===== config.mk =====
export PLATFORM = sky130hd
export DESIGN_NAME = rx_crc_flag
export DESIGN_NICKNAME = d
export VERILOG_FILES = /design/src/rtl/rx_crc_flag.sv
export SDC_FILE = /design/constraint.sdc
export NUM_CORES = 1
export LEC_CHECK = 0
export ABC_AREA = 0
export BUFFER_PORTS_ARGS = -buffer_cell sky130_fd_sc_hd__buf_2
export CAP_MARGIN = 20
export CELL_PAD_IN_SITES_DETAIL_PLACEMENT = 1
export CELL_PAD_IN_SITES_GLOBAL_PLACEMENT = 2
export CORE_ASPECT_RATIO = 1.2
export CORE_UTILIZATION = 40
export DETAILED_ROUTE_END_ITERATION = 10
export PLACE_DENSITY = 0.84
export SLEW_MARGIN = 20
export SYNTH_ARGS = -nofsm -noshare
export SYNTH_HDL_FRONTEND = slang
export SYNTH_SLANG_ARGS = --single-unit

===== constraint.sdc =====
create_clock -name clk -period 5.1 [get_ports clk]
set_input_delay 0.765 -clock clk [delete_from_list [all_inputs] [get_ports clk]]
set_output_delay 0.765 -clock clk [all_outputs]
set_load 0.05 [all_outputs]

===== src/rtl/rx_crc_flag.sv =====
// Receive-side CRC-32 / length checker on the 12-bit side bus. The bus passes
// through with one cycle of latency, and each frame's good/bad verdict is driven onto bit 11.
module rx_crc_flag #(
  parameter int MIN_LEN = 64,
  parameter int MAX_LEN = 1518,
  parameter int CW      = 16
) (
  input  logic          clk,
  input  logic          rst,
  input  logic [11:0]   in_c,
  output logic [11:0]   out_c,
  output logic          frame_done,
  output logic [CW-1:0] good_cnt,
  output logic [CW-1:0] bad_cnt
);

  localparam logic [31:0] CRC_INIT = 32'hFFFF_FFFF;
  localparam logic [31:0] RESIDUE  = 32'hDEBB_20E3;
  localparam logic [10:0] L_MIN    = 11'(MIN_LEN);
  localparam logic [10:0] L_MAX    = 11'(MAX_LEN);

  typedef enum logic [1:0] {SKIP, IDLE, FRAME} state_t;

  state_t          r_state;
  logic [31:0]     r_crc;
  logic [10:0]     r_len;
  logic [11:0]     r_out;
  logic            r_done;
  logic [CW-1:0]   r_good_cnt;
  logic [CW-1:0]   r_bad_cnt;

  logic            w_strb;
  logic [31:0]     w_crc_nxt;
  logic [10:0]     w_len_inc;
  logic            w_good;

  // Reflected CRC-32 (poly 0x04C11DB7), one byte per call, LSB first
  function automatic logic [31:0] f_crc_byte(input logic [31:0] c, input logic [7:0] d);
    logic [31:0] x;
    x = c ^ {24'h0, d};
    for (int i = 0; i < 8; i++)
      x = x[0] ? ((x >> 1) ^ 32'hEDB8_8320) : (x >> 1);
    return x;
  endfunction

  assign w_strb    = in_c[9];
  assign w_crc_nxt = f_crc_byte((r_state == IDLE) ? CRC_INIT : r_crc, in_c[7:0]);
  assign w_len_inc = (&r_len) ? r_len : r_len + 11'd1;
  assign w_good    = (r_crc == RESIDUE) && (r_len >= L_MIN) && (r_len <= L_MAX);

  always_ff @(posedge clk or posedge rst) begin
    if (rst) begin
      r_state    <= SKIP;
      r_crc      <= CRC_INIT;
      r_len      <= '0;
      r_out      <= '0;
      r_done     <= 1'b0;
      r_good_cnt <= '0;
      r_bad_cnt  <= '0;
    end else begin
      r_out[10:0] <= in_c[10:0];
      r_done      <= 1'b0;
      // Flag only survives in the gap; any strobe-high cycle clears it
      if (w_strb) r_out[11] <= 1'b0;
      case (r_state)
        SKIP: if (!w_strb) r_state <= IDLE;
        IDLE: if (w_strb) begin
          r_crc   <= w_crc_nxt;
          r_len   <= 11'd1;
          r_state <= FRAME;
        end
        FRAME: if (w_strb) begin
          r_crc <= w_crc_nxt;
          r_len <= w_len_inc;
        end else begin
          r_out[11] <= w_good;
          r_done    <= 1'b1;
          r_state   <= IDLE;
          if (w_good) begin
            if (!(&r_good_cnt)) r_good_cnt <= r_good_cnt + 1'b1;
          end else begin
            if (!(&r_bad_cnt)) r_bad_cnt <= r_bad_cnt + 1'b1;
          end
        end
        default: r_state <= SKIP;
      endcase
    end
  end

  assign out_c      = r_out;
  assign frame_done = r_done;
  assign good_cnt   = r_good_cnt;
  assign bad_cnt    = r_bad_cnt;

endmodule


=== Word-level counts from Yosys, hierarchy flattened ===
Cells that the tools add are included.

* Order comparisons: 2
* Add/subtract/negate cells: 3
* Bitwise operators: 13
* Reductions and logical operators: 14
* Eq/ne operators: 7
* Multiplexer cells: 21

{| class="wikitable"
|+ Operator list
! cell !! count
|-
| 32-bit 2-to-1 mux || 9
|-
| 13-bit inverter with 14-bit output || 8
|-
| 11-bit 2-to-1 mux || 3
|-
| 16-bit by 1-bit adder with 16-bit output (second input constant) || 2
|-
| 32-bit == test (second input constant) || 1
|-
| 16-bit AND reduction || 2
|-
| 32-bit by 8-bit bitwise XOR with 32-bit output || 1
|-
| 11-bit one-hot mux with 2 select lines || 1
|-
| 4-bit AND reduction || 3
|-
| 11-bit by 1-bit adder with 11-bit output (second input constant) || 1
|-
| 11-bit by 7-bit >= comparator with 1-bit output (second input constant) || 1
|-
| 11-bit less-or-equal comparator (second input constant) || 1
|-
| 11-bit AND reduction || 1
|-
| 2-bit inequality test (second input constant) || 4
|-
| 1-bit 2-to-1 mux || 5
|-
| 2-bit 2-to-1 mux || 2
|-
| 1-bit inverter || 4
|-
| 2-bit one-hot mux with 2 select lines || 1
|-
| 2-bit AND reduction || 2
|-
| 2-bit OR reduction || 2
|-
| 2-bit by 1-bit == test with 1-bit output (second input constant) || 1
|-
| 2-bit == test (second input constant) || 1
|-
| 1-bit logical AND || 2
|-
| 2-bit zero test || 1
|-
| 2-bit nonzero test || 1
|}

* Input bits: 14
* Logic and storage cells: 67
* Register bits after elaboration: 90
* Output and inout bits: 45

=== Logic depth before layout (Yosys ltp) ===
Gate-level depths: netlist of the first run.

* Depth in word-level cells: 19
* Depth in mapped cells: 9
* Depth with buffers taken out: 8

=== Worst setup path before layout of the first run ===
No wires, ideal clock.

* Kind: input -> register
* Start point: input port in_c[0]
* End point: register r_crc[20]
* Data required time: 5.021 ns
* Slack: 2.598 ns
* Buffers on the path: 1
* Library setup time: 0.079 ns
* Cell stages on the path: 6
* Data arrival time: 2.423 ns
* Path through: clkbuf_1 > xor2_1 > xnor2_1 > xnor2_1 > xnor3_1 > o21ai_0

* Longest elaborated chain between the ends: 14

{| class="wikitable"
|+ RTL lines
! element !! line !! RTL
|-
| start, declared || 10 || <nowiki>input logic [11:0] in_c,</nowiki>
|-
| 32-bit by 8-bit bitwise XOR with 32-bit output (*) || 40 || <nowiki>x = c ^ {24'h0, d};</nowiki>
|-
| 32-bit 2-to-1 mux (*) || 42 || <nowiki>x = x[0] ? ((x >> 1) ^ 32'hEDB8_8320) : (x >> 1);</nowiki>
|-
| 13-bit inverter with 14-bit output (no source line) || - ||
|-
| 32-bit 2-to-1 mux (*) (2 in series) || 42 ||
|-
| 13-bit inverter with 14-bit output (no source line) || - ||
|-
| 32-bit 2-to-1 mux (*) || 42 ||
|-
| 13-bit inverter with 14-bit output (no source line) || - ||
|-
| 32-bit 2-to-1 mux (*) (2 in series) || 42 ||
|-
| 13-bit inverter with 14-bit output (no source line) || - ||
|-
| 32-bit 2-to-1 mux (*) || 42 ||
|-
| 13-bit inverter with 14-bit output (no source line) || - ||
|-
| 32-bit 2-to-1 mux (*) || 42 ||
|-
| end signal, assigned || 68 || <nowiki>r_crc <= w_crc_nxt;</nowiki>
|-
| end signal, assigned || 73 || <nowiki>r_crc <= w_crc_nxt;</nowiki>
|-
| end, declared || 25 || <nowiki>logic [31:0] r_crc;</nowiki>
|}

Every way passes the cells marked *; elsewhere a longest branch is shown, timed or not.
A chain may end at the register's enable or synchronous reset.

=== Worst setup path after layout of the first run ===
* Start point: register r_state[1]
* End point: register r_crc[22]

* Longest elaborated chain between the ends: 16
* Elaborated cells between the ends (all ways): 19
* Classes of those cells: eq/ne: 2; mux: 9; bitwise: 6; reduce/logical: 2

{| class="wikitable"
|+ RTL lines
! element !! line !! RTL
|-
| start, declared || 24 || <nowiki>state_t r_state;</nowiki>
|-
| start signal, assigned || 53 || <nowiki>r_state <= SKIP;</nowiki>
|-
| start signal, assigned || 66 || <nowiki>SKIP: if (!w_strb) r_state <= IDLE;</nowiki>
|-
| start signal, assigned || 70 || <nowiki>r_state <= FRAME;</nowiki>
|-
| 2-bit by 1-bit == test with 1-bit output || 47, 65 ||
|-
| 32-bit 2-to-1 mux || 47 || <nowiki>assign w_crc_nxt = f_crc_byte((r_state == IDLE) ? CRC_INIT : r_crc, in_c[7:0]);</nowiki>
|-
| 32-bit by 8-bit bitwise XOR with 32-bit output || 40 ||
|-
| 13-bit inverter with 14-bit output (no source line) || - ||
|-
| 32-bit 2-to-1 mux (2 in series) || 42 ||
|-
| 13-bit inverter with 14-bit output (no source line) || - ||
|-
| 32-bit 2-to-1 mux || 42 ||
|-
| 13-bit inverter with 14-bit output (no source line) || - ||
|-
| 32-bit 2-to-1 mux (2 in series) || 42 ||
|-
| 13-bit inverter with 14-bit output (no source line) || - ||
|-
| 32-bit 2-to-1 mux || 42 ||
|-
| 13-bit inverter with 14-bit output (no source line) || - ||
|-
| 32-bit 2-to-1 mux (2 in series) || 42 ||
|}

Several ways; a longest one is shown, not always the timed one.

==> flow_metrics.tcl, run 1 <==
set metrics [dict create \
    outcome "complete, no violations" \
    rows 43 \
    slew_headroom_pct 41.5 \
    multi_input_area_sq_um 2420 \
    tightest_slew_ns 0.872 \
    period_minus_slack_ns 3.21 \
    rsz0062_at_grt "no" \
    max_freq_mhz 311 \
    syn2layout_area_growth_pct 15.0 \
    seq_power_share_pct 27.7 \
    synth_area_leaders "dfrtp_1, dfstp_2, xnor2_1, xor2_1, nor2_1" \
    synth_top_area_share_pct 29.9 \
    grt_pass1_vias 3632 \
    rr_endpoint "r_crc[22]" \
    setup_viol 0 \
    syn-num-nets 499 \
    power_density_nw_per_um2 749 \
    grtUsageTotal_pct 19.8 \
    yosysSeqAreaShare_pct 47.3 \
    yosys.area.top_type "dfrtp_1" \
    viasPerCell 5.07 \
    clock_path_buffers 2 \
    cts_tree "yes" \
    fin_nets 551 \
    crit_path_top_delay_cell "ha_1" \
    p_int_w 0.00248 \
    crit_path_start_kind "flop" \
    cts.sinks 90 \
    peakVddDrop_v 0.000383 \
    rr_worst_depth 8 \
    grt_start_max_net_pins 59 \
    antenna_found_initial 0 \
    route.detailed.drc 0 \
    initial_core_util_pct 41.5 \
    gp_congestion 0.769 \
    routed_wl_mm 11.5 \
    clkPwrFrac_pct 16.2 \
    syn_area_sq_um 4850 \
    htreeDepth 3 \
    cts_hold_buf 0 \
    maxSlewViolCount 0 \
    max_stage_delay_ns 0.68 \
    die_w_microns 103 \
    synthFlopType "dfrtp_1" \
    crit_end "r_crc[22]" \
    power_frac_comb_pct 56.1 \
    cp-startpoint "r_state[1]" \
    overflow 0 \
    worstReg2RegStart "r_state[1]" \
    cellLeakagePower_nw 2.51 \
    reg2reg_slack_ns 1.89 \
    post_drt_wl_per_cell_microns 16.6 \
    via_count 3502 \
    antenna_cells 0 \
    layout_commonest_cell "xnor2_1" \
    detailed_place_hpwl_mm 8.15 \
    avgSynthCellArea_sq_um 10.2 \
    cts_buffers 9 \
    cp_max_fo 21 \
    crit_chain "inv_1 -> ha_1 -> nor2_1 -> xnor2_1 -> xnor3_1 -> xnor3_1 -> xnor2_1 -> o21ai_0" \
    drive_gt1_share_pct 22.5 \
    die_h_microns 123 \
    synth-async-reset-ratio_pct 100 \
    post_cts_buffers 0 \
    min_path_type "flop to flop" \
    grt_pass1_wl_mm 18.8 \
    clkTransAtPathRegs_ns 0.07 \
    dieArea_sq_um 12600 \
    p_switching_w 0.00170 \
    ant_nets 0 \
    switching_share_pct 40.6 \
    insertion_delay_ns 0.35 \
    synthCells 477 \
    synth_edf_count 0 \
    drt_iter0_drc 106 \
    fill_cells 1345 \
    hold_viol 0 \
    stdcell_count 691 \
    dp.cells 674 \
    cts-resized-gates 0 \
    boundaryPins 59 \
    yosysWarnings 0 \
    worst_setup_path_end_kind "flop" \
    finalSetupTns_ns 0 \
    cp.arrival_ns 3.48 \
    finalClockSkew_ns 0.00953 \
    required_ns 5.37 \
    fin_crit_sh_pct 63.0 \
    ys_ff_latch 90 \
    io_buffers 57 \
    layout_common_cells "xnor2_1, dfrtp_1, buf_2" \
    cap_violations 0 \
    path_class "flop to flop" \
    cts_root_buf "clkbuf_16" \
    core_sq_um 11700 \
    regArea_sq_um 2290 \
    first_pass_iters 4 \
    yosysUniqueCellTypes 45 \
]
## final cells by class
type | instances | share of cell area, %
multi-input cells | 356 | 43.4
flip-flops and latches | 90 | 41.1
repair buffers | 62 | 5.92
clock buffers | 9 | 4.04
well taps | 157 | 3.52
clock inverters | 7 | 1.37
inverters | 10 | 0.718
## cells by family (layout without fill, tap and decap cells)
family / after synthesis / after routing / synth area share, %
xor+xnor: 123 / 123 / 23.5
flops: 90 / 90 / 47.3
mux: 5 / 5 / 1.14
compound gates: 48 / 48 / 5.93
simple gates: 172 / 172 / 17.2
buf+inv: 31 / 88 / 2.86
fa+ha+maj: 8 / 8 / 2.06
## power groups by stage
| stage | logic [W] | registers, W | clock network, W |
|---|---|---|---|
| after floorplan | 0.00189 | 0.00115 | 0 |
| after global placement | 0.00229 | 0.00116 | 0 |
| after detailed placement | 0.00234 | 0.00117 | 0 |
| after CTS | 0.00236 | 0.00116 | 0.000699 |
| after global routing | 0.00258 | 0.00118 | 0.000725 |
| final | 0.00234 | 0.00116 | 0.000678 |
## Yosys cell counts (all sizes together), types with 2 or more instances
cell type,number
mux2,4
xor2,36
nor3,6
and3,10
ha,8
o21ai,36
and2,3
xnor3,4
nand3,17
a21oi,3
nand4,10
nor4bb,3
nor2,56
inv,10
nand4b,2
dfrtp,58
dfstp,32
nor4,2
o41ai,2
clkbuf,13
xnor2,83
nand2,47
nor2b,3
and4,5
buf,8
or4,2
## critical path: cells and delay by family (launching register included)
family,cells,cell delay [ns]
simple gates,1,0.14
fa+ha+maj,1,0.68
flops,1,0.41
buf+inv,1,0.09
xor+xnor,4,1.67
compound gates,1,0.15
## how the worst min path moves through the flow
stage                startpoint           to  slack, ns  cells past startpoint
floorplan             r_crc[13]    r_crc[13]       0.46                      2
global route           in_c[10]    out_c[10]       0.52                      1
CTS                  bad_cnt[9]   bad_cnt[9]       0.49                      1
global placement     bad_cnt[9]   bad_cnt[9]       0.47                      1
detailed placement   bad_cnt[9]   bad_cnt[9]       0.47                      1
finish              good_cnt[7]  good_cnt[7]       0.49                      1
## metrics by stage
stage               setup slack, ns  hold slack [ns]  utilization [%]  power [W]  instance area, sq um
finish                         1.89            0.492             47.8    0.00418                  5580
global route                   1.60            0.516             47.8    0.00449                  5580
CTS                            1.83            0.488             47.6    0.00422                  5560
detailed placement             1.87            0.475             45.1    0.00350                  5260
global placement               1.96            0.472             45.1    0.00345                  5260
floorplan                      2.05            0.461                -    0.00304                  4850
## per-layer routing
| layer | global-route usage [%] | up-vias | wire (microns) |
|---|---|---|---|
| met1 | 25.9 | 1736 | 5220 |
| met3 | 2.85 | 13 | 330 |
| met5 | 0 | - | 0 |
| li1 | - | 1696 | - |
| met2 | 32.8 | 57 | 5750 |
| met4 | 7.68 | 0 | 193 |
## state kept, by name, summed over array words and instances (netlist names)
name        cells
bad_cnt        16
frame_done      1
good_cnt       16
out_c          12
r_crc          32
r_len          11
r_state         2
Note: power is estimated with default switching activity, not from simulation.
==> run 2, diff against run 1 <==
ABC_AREA = 1   (was 0)
CORE_UTILIZATION = 31   (was 40)
PLACE_DENSITY = 0.76   (was 0.84)
clock period = 2.64 ns   (was 5.1 ns; I/O delays follow)
==> run 2 against run 1 <==
Clock power rose by 110%. Critical path depth up 1. Non-clock buffer count rose by 17. Critical endpoint is now bad_cnt[0]. Largest power group unchanged.
==> flow_metrics.tcl, run 2 <==
set metrics [dict create \
    cp-startpoint "bad_cnt[0]" \
    synth-async-reset-ratio_pct 100 \
    layout_commonest_cell "nand2_1" \
    rr_worst_depth 9 \
    slew_headroom_pct 42.1 \
    rows 55 \
    reg2reg_slack_ns 0.24 \
    grt_pass1_wl_mm 29.8 \
    multi_input_area_sq_um 3200 \
    grt_pass1_vias 5700 \
    fin_nets 896 \
    syn-num-nets 828 \
    io_buffers 57 \
    yosysWarnings 0 \
    cts_tree "yes" \
    cts-resized-gates 0 \
    period_minus_slack_ns 2.40 \
    route.detailed.drc 0 \
    antenna_cells 0 \
    crit_path_top_delay_cell "nor2_1" \
    drive_gt1_share_pct 21.6 \
    first_pass_iters 4 \
    die_w_microns 128 \
    peakVddDrop_v 0.000365 \
    post_drt_wl_per_cell_microns 15.7 \
    max_stage_delay_ns 0.66 \
    viasPerCell 4.77 \
    grt_start_max_net_pins 41 \
    core_sq_um 18800 \
    synth_top_area_share_pct 24.5 \
    post_cts_buffers 0 \
    cts_buffers 9 \
    regArea_sq_um 2290 \
    via_count 5416 \
    die_h_microns 154 \
    setup_viol 0 \
    ys_ff_latch 90 \
    yosys.area.top_type "dfrtp_1" \
    initial_core_util_pct 31.6 \
    power_density_nw_per_um2 1170 \
    cts_root_buf "clkbuf_16" \
    overflow 0 \
    avgSynthCellArea_sq_um 7.36 \
    hold_viol 0 \
    dieArea_sq_um 19700 \
    cellLeakagePower_nw 3.39 \
    layout_common_cells "nand2_1, nand3_1, inv_1" \
    tightest_slew_ns 0.865 \
    synth_area_leaders "dfrtp_1, nand2_1, dfstp_2, xor2_1, nand3_1" \
    crit_path_frequent_cell "nand3_1" \
    drt_iter0_drc 173 \
    insertion_delay_ns 0.35 \
    path_delay_family "simple AND/OR/NAND/NOR gates" \
    cp.arrival_ns 2.63 \
    antenna_found_initial 0 \
    syn2layout_area_growth_pct 16.4 \
    crit_chain "ha_1 -> nand3_1 -> inv_2 -> nand3_1 -> nor3_1 -> nor2_1 -> nand2_1 -> buf_4 -> xor2_1" \
    yosysSeqAreaShare_pct 38.6 \
    rsz0062_at_grt "no" \
    synthCells 806 \
    rr_endpoint "bad_cnt[0]" \
    path_buf_inv 2 \
    ant_nets 0 \
    max_freq_mhz 417 \
    maxSlewViolCount 0 \
    routed_wl_mm 17.8 \
    largest_register "r_crc" \
    crit_path_start_kind "flop" \
    worstReg2RegStart "bad_cnt[0]" \
    synthFlopType "dfrtp_1" \
    path_class "flop to flop" \
    yosysUniqueCellTypes 44 \
    worst_setup_path_end_kind "flop" \
    gp_congestion 0.776 \
    syn_area_sq_um 5940 \
    fin_crit_sh_pct 90.8 \
    min_path_type "input pin to async pin" \
    cap_violations 0 \
    detailed_place_hpwl_mm 13.4 \
    cts_hold_buf 0 \
    final_core_util_pct 36.8 \
    required_ns 2.87 \
    cts.sinks 90 \
    finalClockSkew_ns 0.0131 \
    outcome "complete, no violations" \
    largest_reg_flops 32 \
    grtUsageTotal_pct 19.4 \
    fill_cells 2372 \
    clock_path_buffers 2 \
    clkTransAtPathRegs_ns 0.07 \
    finalSetupTns_ns 0 \
    cp_max_fo 20 \
    synth.most_common_cell "nand2_1" \
    htreeDepth 3 \
    synth_edf_count 0 \
    boundaryPins 59 \
    synthTopCellsByCount "nand2_1, nand3_1, inv_1, dfrtp_1, nor2_1" \
]
==> run 2: cell types whose count changed in the layout (fill, tap and decap cells not counted), moves of 14 or more <==
cell | previous run | this run
nand2_1 | 47 | 262
xnor2_1 | 82 | 15
nand3_1 | 17 | 75
inv_1 | 9 | 65
nand4_1 | 10 | 29
buf_4 | 4 | 21
inv_2 | 0 | 17
nand2_2 | 0 | 15
nor3_1 | 6 | 21
o21ai_0 | 36 | 22
==> run 2: power breakdown <==
group | internal [W] | switching [W] | leakage (nW)
Combinational | 0.00146 | 0.00298 | 2.14
Clock | 0.000820 | 0.000579 | 0.147
Sequential | 0.00189 | 0.000331 | 1.11
==> run 2: worst max path at each step <==
stage	end	slack [ns]	cells after the start
floorplan	good_cnt[8]	0.67	8
global placement	r_crc[18]	0.09	13
detailed placement	r_crc[20]	0.06	15
CTS	r_crc[20]	0.03	15
global route	bad_cnt[10]	0.01	10
finish	bad_cnt[0]	0.24	9
==> run 2: kinds of logic after synthesis <==
group,count (synthesis),share of synthesized area [%]
AND/OR/NAND/NOR,481,36.4
AO/OA/AOI/OAI,54,5.50
buffers and inverters,106,7.50
XOR/XNOR,67,10.3
adder cells (fa/ha/maj),8,1.69
flip-flops,90,38.6
==> run 2: metal layers <==
| metal | share of wire [%] | vias up | track usage, % |
|---|---|---|---|
| met5 | 0 | - | 0 |
| met4 | 2.4 | 0 | 7.06 |
| met3 | 2.6 | 23 | 2.92 |
| met2 | 51 | 79 | 34.6 |
| met1 | 44 | 2608 | 23.4 |
| li1 | - | 2706 | - |
==> run 2: stage by stage <==
| stage | hold slack, ns | total power, W | std cells | cell area, sq um | setup WS (ns) |
|---|---|---|---|---|---|
| after global placement | 0.416 | 0.00664 | 1119 | 6590 | 0.0917 |
| after detailed placement | 0.416 | 0.00673 | 1119 | 6590 | 0.0600 |
| final | 0.0402 | 0.00805 | 1135 | 6910 | 0.242 |
| after global routing | 0.0654 | 0.00877 | 1135 | 6910 | 0.0128 |
| after floorplan | 0.427 | 0.00543 | 806 | 5940 | 0.670 |
| after CTS | 0.0344 | 0.00819 | 1135 | 6910 | 0.0345 |
==> run 2: area by class of cell <==
cell class,instances,share of cell area (%)
Timing Repair Buffer,79,6.70
Sequential cell,90,33.2
Clock buffer,13,3.93
Tap cell,256,4.63
Multi-Input combinational cell,610,46.3
Clock inverter,3,0.652
Inverter,84,4.62
